[src/rtl/uart_rx_param_pkg.sv]
// uart_rx_param_pkg: parity codes, FSM states and majority helper shared by the UART receiver
package uart_rx_param_pkg;
    localparam int PARITY_NONE = 0;
    localparam int PARITY_EVEN = 1;
    localparam int PARITY_ODD  = 2;
    typedef enum logic [2:0] {S_IDLE, S_START, S_DATA, S_PARITY, S_STOP} state_t;
    function automatic logic maj3(input logic [2:0] s);
        return (s[0] & s[1]) | (s[0] & s[2]) | (s[1] & s[2]);
    endfunction
endpackage

[src/rtl/uart_rx_param_if.sv]
// uart_rx_param_if: received-frame valid/ready handshake between receiver and consumer
interface uart_rx_param_if #(parameter int DATA_BITS = 8);
    logic [DATA_BITS-1:0] dout;
    logic rx_valid, rx_ready, frame_err, parity_err, break_det, overrun;
    modport master (output dout, rx_valid, frame_err, parity_err, break_det, overrun, input rx_ready);
    modport slave (input dout, rx_valid, frame_err, parity_err, break_det, overrun, output rx_ready);
endinterface

[src/rtl/uart_rx_param_sampler.sv]
// uart_rx_param_sampler: 2-flop line synchroniser and 3-sample majority filter
module uart_rx_param_sampler
    import uart_rx_param_pkg::*;
(
    input  logic clk,
    input  logic reset,
    input  logic Data_in,
    input  logic tick,
    output logic maj,
    output logic line_low
);
    logic [1:0] sync;
    logic [2:0] samp;
    // synchronise every clk, shift a sample into the vote window only on tick
    always_ff @(posedge clk or negedge reset) begin
        if (!reset) begin
            sync <= 2'b11;
            samp <= 3'b111;
        end else begin
            sync <= {sync[0], Data_in};
            if (tick) samp <= {samp[1:0], sync[1]};
        end
    end
    assign maj      = maj3(samp);
    assign line_low = ~sync[1];
endmodule

[src/rtl/uart_rx_param.sv]
// uart_rx_param: parametrised oversampling UART receiver with error flags and valid/ready output
module uart_rx_param
    import uart_rx_param_pkg::*;
#(
    parameter int DATA_BITS  = 8,
    parameter int OVERSAMPLE = 16,
    parameter int PARITY     = 0,
    parameter int STOP_BITS  = 1
) (
    input logic clk,
    input logic reset,
    input logic Data_in,
    input logic tick,
    uart_rx_param_if.master rx
);
    localparam int TW = $clog2(OVERSAMPLE);
    localparam int BW = $clog2(DATA_BITS);
    localparam logic [TW-1:0] MID   = TW'(OVERSAMPLE / 2);
    localparam logic [TW-1:0] LAST  = TW'(OVERSAMPLE - 1);
    localparam logic [BW-1:0] BLAST = BW'(DATA_BITS - 1);
    localparam logic          SLAST = 1'(STOP_BITS - 1);
    state_t state, state_n;
    logic [TW-1:0] tcnt;
    logic [BW-1:0] bcnt;
    logic [DATA_BITS-1:0] shreg;
    logic scnt, armed, pbit, stop_lo, stop_hi, done;
    logic maj, line_low, at_end, bit_tick, frame_end, perr, brk, accept;
    uart_rx_param_sampler u_sampler (
        .clk(clk), .reset(reset), .Data_in(Data_in), .tick(tick), .maj(maj), .line_low(line_low)
    );
    assign at_end = tick && tcnt == LAST;
    // state register
    always_ff @(posedge clk or negedge reset) begin
        if (!reset) state <= S_IDLE;
        else state <= state_n;
    end
    // next state: start at mid-bit, then one decision per bit centre
    always_comb begin
        state_n = state;
        case (state)
            S_IDLE:   if (tick && armed && line_low) state_n = S_START;
            S_START:  if (tick && tcnt == MID) state_n = maj ? S_IDLE : S_DATA;
            S_DATA:   if (at_end && bcnt == BLAST) state_n = (PARITY != PARITY_NONE) ? S_PARITY : S_STOP;
            S_PARITY: if (at_end) state_n = S_STOP;
            S_STOP:   if (at_end && scnt == SLAST) state_n = S_IDLE;
            default:  state_n = S_IDLE;
        endcase
    end
    // decoded strobes: sample a bit at its centre, flag the last stop sample
    always_comb begin
        bit_tick  = at_end && state != S_IDLE && state != S_START;
        frame_end = state == S_STOP && state_n == S_IDLE;
    end
    // counters, shift register and per-frame status; re-arm only after the line is seen high
    always_ff @(posedge clk or negedge reset) begin
        if (!reset) begin
            tcnt    <= '0;
            bcnt    <= '0;
            scnt    <= 1'b0;
            shreg   <= '0;
            pbit    <= 1'b0;
            stop_lo <= 1'b0;
            stop_hi <= 1'b0;
            armed   <= 1'b0;
            done    <= 1'b0;
        end else begin
            done <= frame_end;
            tcnt <= (state != state_n || at_end) ? '0 : (tick && state != S_IDLE) ? tcnt + 1'b1 : tcnt;
            armed <= frame_end ? 1'b0 : (state == S_IDLE && tick && !line_low) ? 1'b1 : armed;
            if (state == S_START) begin
                bcnt    <= '0;
                scnt    <= 1'b0;
                pbit    <= 1'b0;
                stop_lo <= 1'b0;
                stop_hi <= 1'b0;
            end
            if (bit_tick && state == S_DATA) begin
                shreg <= {maj, shreg[DATA_BITS-1:1]};
                bcnt  <= bcnt + 1'b1;
            end
            if (bit_tick && state == S_PARITY) pbit <= maj;
            if (bit_tick && state == S_STOP) begin
                scnt    <= scnt + 1'b1;
                stop_lo <= stop_lo | ~maj;
                stop_hi <= stop_hi | maj;
            end
        end
    end
    assign perr   = (PARITY == PARITY_NONE) ? 1'b0 : (((^shreg) ^ pbit) != (PARITY == PARITY_ODD));
    assign brk    = shreg == '0 && !pbit && !stop_hi;
    assign accept = rx.rx_valid && rx.rx_ready;
    // output/handshake register: a completed frame is dropped (overrun) if the previous one is still held
    always_ff @(posedge clk or negedge reset) begin
        if (!reset) begin
            rx.dout       <= '0;
            rx.rx_valid   <= 1'b0;
            rx.frame_err  <= 1'b0;
            rx.parity_err <= 1'b0;
            rx.break_det  <= 1'b0;
            rx.overrun    <= 1'b0;
        end else begin
            if (done && (!rx.rx_valid || accept)) begin
                rx.dout       <= shreg;
                rx.frame_err  <= stop_lo;
                rx.parity_err <= perr;
                rx.break_det  <= brk;
            end
            rx.rx_valid <= done || (rx.rx_valid && !rx.rx_ready);
            rx.overrun  <= (done && rx.rx_valid && !rx.rx_ready) ? 1'b1 : accept ? 1'b0 : rx.overrun;
        end
    end
endmodule

[src/flat_wrapper.sv]
// flat-port wrapper written by rule: the top's interface ports become plain ports
module uart_rx_param_flat import uart_rx_param_pkg::*;
#(
    parameter int DATA_BITS  = 8,
    parameter int OVERSAMPLE = 16,
    parameter int PARITY     = 0,
    parameter int STOP_BITS  = 1
)
  (clk, reset, Data_in, tick, rx_dout, rx_rx_valid, rx_frame_err, rx_parity_err, rx_break_det, rx_overrun, rx_rx_ready);
  uart_rx_param_if #(.DATA_BITS(DATA_BITS)) rx_i ();
  input logic clk;
  input logic reset;
  input logic Data_in;
  input logic tick;
  output wire logic [$bits(rx_i.dout)-1:0] rx_dout;
  output wire logic [$bits(rx_i.rx_valid)-1:0] rx_rx_valid;
  output wire logic [$bits(rx_i.frame_err)-1:0] rx_frame_err;
  output wire logic [$bits(rx_i.parity_err)-1:0] rx_parity_err;
  output wire logic [$bits(rx_i.break_det)-1:0] rx_break_det;
  output wire logic [$bits(rx_i.overrun)-1:0] rx_overrun;
  input wire logic [$bits(rx_i.rx_ready)-1:0] rx_rx_ready;
  assign rx_dout = rx_i.dout;
  assign rx_rx_valid = rx_i.rx_valid;
  assign rx_frame_err = rx_i.frame_err;
  assign rx_parity_err = rx_i.parity_err;
  assign rx_break_det = rx_i.break_det;
  assign rx_overrun = rx_i.overrun;
  assign rx_i.rx_ready = rx_rx_ready;
  uart_rx_param #(.DATA_BITS(DATA_BITS), .OVERSAMPLE(OVERSAMPLE), .PARITY(PARITY), .STOP_BITS(STOP_BITS)) u_core (.clk(clk), .reset(reset), .Data_in(Data_in), .tick(tick), .rx(rx_i));
endmodule
[config.mk]
export PLATFORM = sky130hd
export DESIGN_NAME = uart_rx_param_flat
export DESIGN_NICKNAME = d
export VERILOG_FILES = /design/src/rtl/uart_rx_param_pkg.sv /design/src/rtl/uart_rx_param_if.sv /design/src/rtl/uart_rx_param_sampler.sv /design/src/rtl/uart_rx_param.sv /design/src/flat_wrapper.sv
export SDC_FILE = /design/constraint.sdc
export NUM_CORES = 1
export LEC_CHECK = 0
export CAP_MARGIN = 20
export CORE_ASPECT_RATIO = 1.1
export CORE_UTILIZATION = 55
export CTS_CLUSTER_DIAMETER = 60
export DETAILED_ROUTE_END_ITERATION = 6
export DONT_BUFFER_PORTS = 1
export GPL_ROUTABILITY_DRIVEN = 1
export PLACE_DENSITY = 0.7
export SLEW_MARGIN = 20
export SYNTH_ARGS = -nofsm -noshare
export SYNTH_HDL_FRONTEND = slang
export SYNTH_HIERARCHICAL = 1
export SYNTH_SLANG_ARGS = --single-unit
[constraint.sdc]
create_clock -name clk -period 1.8 [get_ports clk]
set_clock_uncertainty 0.1 [all_clocks]
set_input_delay 0.36 -clock clk [delete_from_list [all_inputs] [get_ports clk]]
set_output_delay 0.36 -clock clk [all_outputs]
set_load 0.05 [all_outputs]
==> results of run 1 <==
==> cell families after synthesis <==
kind of cell               count (synthesis)
and+or+nand+nor                           48
muxes                                     20
adders and majority gates                  5
xor gates and xnor gates                   3
DFF                                       41
buffers and inverters                     14
AOI/OAI and AO/OA                         29
other                                      1
==> cells in the mapped netlist, types with 2 or more instances <==
library cell,count
dfrtp_1,36
mux2_1,16
nand2_1,14
nor2_1,12
a21oi_1,9
inv_1,7
dfstp_2,5
o21ai_1,5
buf_2,4
ha_1,4
mux2_2,4
nor4_1,4
nand2b_1,3
nor3_1,3
o2bb2ai_1,3
a22oi_1,2
and4_1,2
nand3_1,2
nand4_1,2
o22ai_1,2
xor2_1,2
==> power groups by stage <==
| stage | combinational, mW | sequential (mW) | clock [mW] |
|---|---|---|---|
| 4_1_cts | 0.513 | 1.12 | 0.640 |
| 5_1_grt | 0.580 | 1.14 | 0.678 |
| 2_1_floorplan | 0.364 | 1.10 | 0 |
| 3_5_place_dp | 0.455 | 1.14 | 0 |
| 6_report | 0.515 | 1.12 | 0.622 |
| 3_3_place_gp | 0.435 | 1.14 | 0 |
==> metrics by stage <==
step / hold slack [ps] / instances
after floorplan: -35.6 / 161
after global placement: -34.9 / 195
after detailed placement: -34.9 / 195
after CTS: 61.6 / 208
after global routing: 56.8 / 208
final: 77.0 / 208
==> area by class of cell <==
cell class                 count  share of cell area (%)
sequential                    41                    49.9
clock inverter                 2                    1.81
clock buffer                   6                    2.48
tap                           34                    2.06
multi-input combinational    106                    37.3
inverter                       8                    1.45
timing repair buffer          11                    4.96
==> path summary, 6_finish.rpt <==
path | start | to | slack (ps) | cells past startpoint
max | u_core/tcnt[1] | u_core/shreg[0] | 60 | 5
min | tick | u_core/u_sampler/samp[1] | 80 | 1
max reg2reg | u_core/tcnt[1] | u_core/shreg[0] | 60 | 5
min reg2reg | u_core/u_sampler/sync[0] | u_core/u_sampler/sync[1] | 260 | 0
max in group asynchronous | reset | u_core/u_sampler/samp[1] | 930 | 2
min in group asynchronous | reset | u_core/state[1] | 410 | 2
==> registers in the layout (all words and copies together), names as in the netlist <==
| signal | flops |
|---|---|
| u_core/scnt | 1 |
| u_core/rx.frame_err | 1 |
| u_core/pbit | 1 |
| u_core/stop_hi | 1 |
| u_core/shreg | 8 |
| u_core/u_sampler/samp | 3 |
| u_core/tcnt | 4 |
| u_core/rx.overrun | 1 |
| u_core/bcnt | 3 |
| u_core/armed | 1 |
| u_core/done | 1 |
| u_core/state | 3 |
| u_core/rx.dout | 8 |
| u_core/rx.rx_valid | 1 |
| u_core/rx.break_det | 1 |
| u_core/stop_lo | 1 |
| u_core/u_sampler/sync | 2 |
==> layer usage <==
| metal | GRT usage (%) | wire length, um |
|---|---|---|
| met5 | 0 | 0 |
| met3 | 4.14 | 134 |
| met1 | 23.9 | 1300 |
| met4 | 12.5 | 89 |
| met2 | 35.5 | 1680 |
==> cell usage in the layout (no fill, tap or decap), drive strengths merged, types with 2 or more instances in the layout <==
cell / instances
nor4: 4
and3: 2
o2bb2ai: 3
nand2: 14
ha: 4
nor3: 4
a22oi: 2
dfrtp: 36
nand4: 2
xor2: 2
mux2: 20
nand2b: 4
o22ai: 2
clkbuf: 6
and4: 2
o21ai: 6
dlygate4sd3: 3
a21oi: 9
nor2: 13
dfstp: 5
inv: 8
nand3: 2
buf: 8
==> timing repair <==
| action | in CTS | in global routing |
|---|---|---|
| setup buffers | 1 | 0 |
| hold endpoints to repair | 43 | 0 |
| pin swaps | 0 | 1 |
| gates cloned | 0 | 0 |
| hold buffers | 4 | 0 |
| endpoints found under the setup margin | 8 | 8 |
| resized for setup | 0 | 3 |
==> flow_summary.toml, run 1 <==
[run_status]
status = "finished with violations"
violations = "DRC"

[yosys]
yosysTopAreaCell = "dfrtp_1"
synth.distinct_cells = 41
synth_cells = 161
ys_ff_latch = 41
yosys.area_share.adder_pct = 3.30
yosysSeqAreaShare_pct = 55.5
synth_top_family_by_area = "simple AND/OR/NAND/NOR gates"
synth_compound_area_share_pct = 10.2
dominantRegCellSynth = "dfrtp_1"
yosys.area_share.simple_pct = 14.1
synth_edf_count = 0
ys_async_sr_fraction_pct = 100
avgSynthCellArea_um2 = 11.6
synth_area_leaders = "dfrtp_1 48%, mux2_1 9.7%, dfstp_2 7.1%, nand2_1 2.8%, ha_1 2.7%"
syn_area_um2 = 1860
synth_warnings = 6
synthXorXnorAreaFrac_pct = 1.41
synth_top_area_share_pct = 48.4
synth_mux_area_share_pct = 12.1
syn-num-nets = 170

[power]
switchingPower_mw = 0.706
power_mw = 2.26
switching_share_pct = 31.2
p_clk_share_pct = 27.5
comb_power_share_pct = 22.8
leakage_nw = 1.02
powerDensity_nw_per_um2 = 1090
p_int_mw = 1.55
max-vdd-ir-drop_mv = 0.778
seqPwrFrac_pct = 49.7

[worst_hold_path]
hp-class = "primary input to flip-flop"

[layout]
syn_to_final_growth_pct = 11.2
multi_input_area_um2 = 772
fin_area_um2 = 2070
post-route-util_pct = 66.1
regArea_um2 = 1030
nFillCells = 254
nets = 182
drive_above_1_share_pct = 19.0
diodes = 0

[timing]
setup_tns_ps = 0
hold_viol_final = 0
rsz0062_at_grt = "false"
final.period_utilization_pct = 96.6
min_period_ps = 1740
fmax_ghz = 0.575
setup_viol = 0
worst_slack_ps = 61.3
slew_violations = 0

[placed_design]
dp_hpwl_um = 2220
port_buffers = 0
gp_congestion = 0.841
post-place-ws_ps = 0.643
post_dp_cell_area_um2 = 1920

[detailed_routing]
drt_iter0_drc = 70
drt.antenna.violating_nets = 0
drc = 1
dr_total_vias = 1249
drt-total-wl_um = 3210
viasPerCell = 6.00
firstDrtPassIters = 6
wl_per_cell_um = 15.4

[flow_run]
maxCapViolations = 0

[setup_path]
crit_chain = "ha_2 -> and4_4 -> nand2b_2 -> nor2_8 -> mux2_1"
slowest_stage = "dfrtp_1"
crit_fanout = 8
crit_arrival_ps = 1870
critical_path_class = "flip-flop to flip-flop"
cp-end-kind = "flip-flop"
worstPathBufferInverterCount = 0
start_kind = "flip-flop"
crit_path_max_incr_delay_ps = 390
required_ps = 1930
path_delay_family = "simple AND/OR/NAND/NOR gates"

[cts]
path_clk_slew_ps = 120
insertion_delay_ps = 340
cts_tree = "yes"
h-tree-depth = 2
cts-root-buf = "clkbuf_4"
cts_buffer_depth = 2
cts.sinks = 41
cts_buffers = 5

[floorplanning]
core_um2 = 3130
fp.dieW_um = 57.5
io_pins = 18
initial_core_util_pct = 59.5
die_h_um = 63
die-area_um2 = 3620
rows = 21

[global_route]
antenna_found_initial = 0
grt_pass1_vias = 1317
grt_pass1_wl_um = 5650
grt_overflow = 0
grt.total_usage_pct = 20.9
grt_max_degree = 42
(Power assumes the default switching activity.)
==> run 2, diff against run 1 <==
Settings changed: CORE_ASPECT_RATIO 1.1 to not set.
Clock period 1.8 ns to 2.2 ns, I/O delays scaled along.
==> run 2 against run 1 <==
Net effect: the run now ends clean; clock-buffer cell count stayed put; first-iteration DRC count is 7.1% lower; routed wire length is 1.1% lower; non-clock buffer count is 7 lower; hold slack worse by 19 ps; critical path type unchanged; largest power group unchanged; highest routed layer unchanged.
==> flow_summary.toml, run 2 (same netlist as run 1, synthesis figures left out) <==
[timing]
setup_viol = 0
worst_slack_ps = 401
worst_slew_margin_rel_pct = 65.7
fmax_ghz = 0.556
final.period_utilization_pct = 81.8
rsz0062_at_grt = "false"
min_period_ps = 1800
slew_violations = 0
worstMarginPinSlew_ps = 514
hold_viol_final = 0
setup_tns_ps = 0
whs_ps = 57.9

[detailed_routing]
viasPerCell = 5.70
drt_iter0_drc = 65
drc = 0
firstDrtPassIters = 4
wl_per_cell_um = 15.0
dr_total_vias = 1203
drt.antenna.violating_nets = 0
drt-total-wl_um = 3170

[floorplanning]
fp.dieW_um = 60.2
die_h_um = 60.2
io_pins = 18
rows = 20
core_um2 = 3130
die-area_um2 = 3620
initial_core_util_pct = 59.5

[power]
switchingPower_mw = 0.570
switching_share_pct = 32.2
comb_power_share_pct = 18.9
seqPwrFrac_pct = 53.7
powerDensity_nw_per_um2 = 880
leakage_nw = 0.982
max-vdd-ir-drop_mv = 0.851
p_int_mw = 1.20
p_clk_share_pct = 27.4
power_mw = 1.77

[run_status]
status = "finished, final reports clean"

[placed_design]
dp_hpwl_um = 2100
post-place-ws_ps = 428
port_buffers = 0
gp_congestion = 0.828

[cts]
cts_resized = 0
cts_buffer_depth = 2
cts_buffers = 5
path_clk_slew_ps = 120
h-tree-depth = 2
cts-root-buf = "clkbuf_4"
insertion_delay_ps = 350
cts.sinks = 41
cts_tree = "yes"

[setup_path]
rrSetupSlack_ps = 400
reg2regPathDepth = 3
crit_fanout = 15
timing.critical_path.from = "u_core/state[1]"
cp-end-kind = "flip-flop"
start_kind = "flip-flop"
cp-endpoint = "u_core/shreg[1]"
critical_path_class = "flip-flop to flip-flop"
r2r-start = "u_core/state[1]"
r2r-end = "u_core/shreg[1]"
required_ps = 2350
crit_arrival_ps = 1950

[global_route]
grt_overflow = 0
grt_max_degree = 42
grt.total_usage_pct = 20.9
grt_pass1_vias = 1172
grt_pass1_wl_um = 5320
antenna_found_initial = 0

[layout]
largestRegisters = "u_core/rx.dout x8, u_core/shreg x8, u_core/tcnt x4"
drive_above_1_share_pct = 14.4
nets = 175
diodes = 0
final_common_cell = "dfrtp_1"
final_cell_mix = "36 x dfrtp_1, 16 x mux2_1, 14 x nand2_1"
syn_to_final_growth_pct = 8.14
post-route-util_pct = 64.3

[flow_run]
maxCapViolations = 0

[worst_hold_path]
hp-class = "primary input to flip-flop"
==> run 2: cell types whose count changed in the layout (fill, tap and decap cells not counted) <==
cell and delta:
and4_1 +1, and4_4 -1, buf_4 -6, clkbuf_1 +1
clkbuf_8 -1, clkinv_4 +1, clkinvlp_4 -1, dlygate4sd3_1 -1
ha_1 +1, ha_2 -1
==> run 2: cell type report <==
class / instances / area (um^2)
multi-input cells: 106 / 767
clock inverters: 2 / 38.8
clock buffers: 6 / 41.3
repair buffers: 4 / 47.5
well taps: 44 / 55.1
flip-flops and latches: 41 / 1030
inverters: 8 / 30.0
fillers: 264 / 1120
==> run 2: worst min path at each step <==
stage / startpoint / end / slack [ps] / cells after the start
finish: rx_rx_ready / u_core/rx.overrun / 60 / 1
global route: rx_rx_ready / u_core/rx.overrun / 30 / 1
CTS: rx_rx_ready / u_core/rx.overrun / 40 / 1
detailed placement: reset / u_core/rx.rx_valid / 50 / 0
global placement: reset / u_core/rx.dout[0] / 50 / 0
floorplan: reset / u_core/armed / 40 / 0
==> run 2: power by group through the flow <==
stage          logic [mW]  registers, mW  clock network, mW
2_1_floorplan       0.297          0.897                  0
3_3_place_gp        0.292          0.959                  0
3_5_place_dp        0.310          0.961                  0
4_1_cts             0.334          0.947              0.502
5_1_grt             0.376          0.964              0.526
6_report            0.335          0.951              0.484
==> run 2: worst max-delay path, cell delays in order, from the launching register on <==
cell,delay [ps]
dfrtp_1,660
nand2b_1,320
nor2_8,260
mux2_1,350
==> run 2: repair_timing <==
action | in CTS | in global routing
buffers inserted | 0 | 0
hold buffers | 3 | 0
endpoints found under the hold margin | 42 | 0
setup endpoints to repair | 0 | 0
==> run 2: per-stage QoR <==
step / area (um^2) / std cells
after CTS: 2010 / 211
after detailed placement: 1890 / 200
final: 2010 / 211
after floorplan: 1860 / 161
after global placement: 1890 / 200
after global routing: 2010 / 211
==> run 2: per-layer routing <==
| metal | track usage, % | vias up | part of all wire, % |
|---|---|---|---|
| met5 | 0 | - | 0 |
| met4 | 9.63 | 0 | 2.0 |
| met3 | 7.79 | 5 | 4.4 |
| met2 | 31.1 | 22 | 44 |
| met1 | 27.0 | 592 | 49 |
| li1 | - | 584 | - |
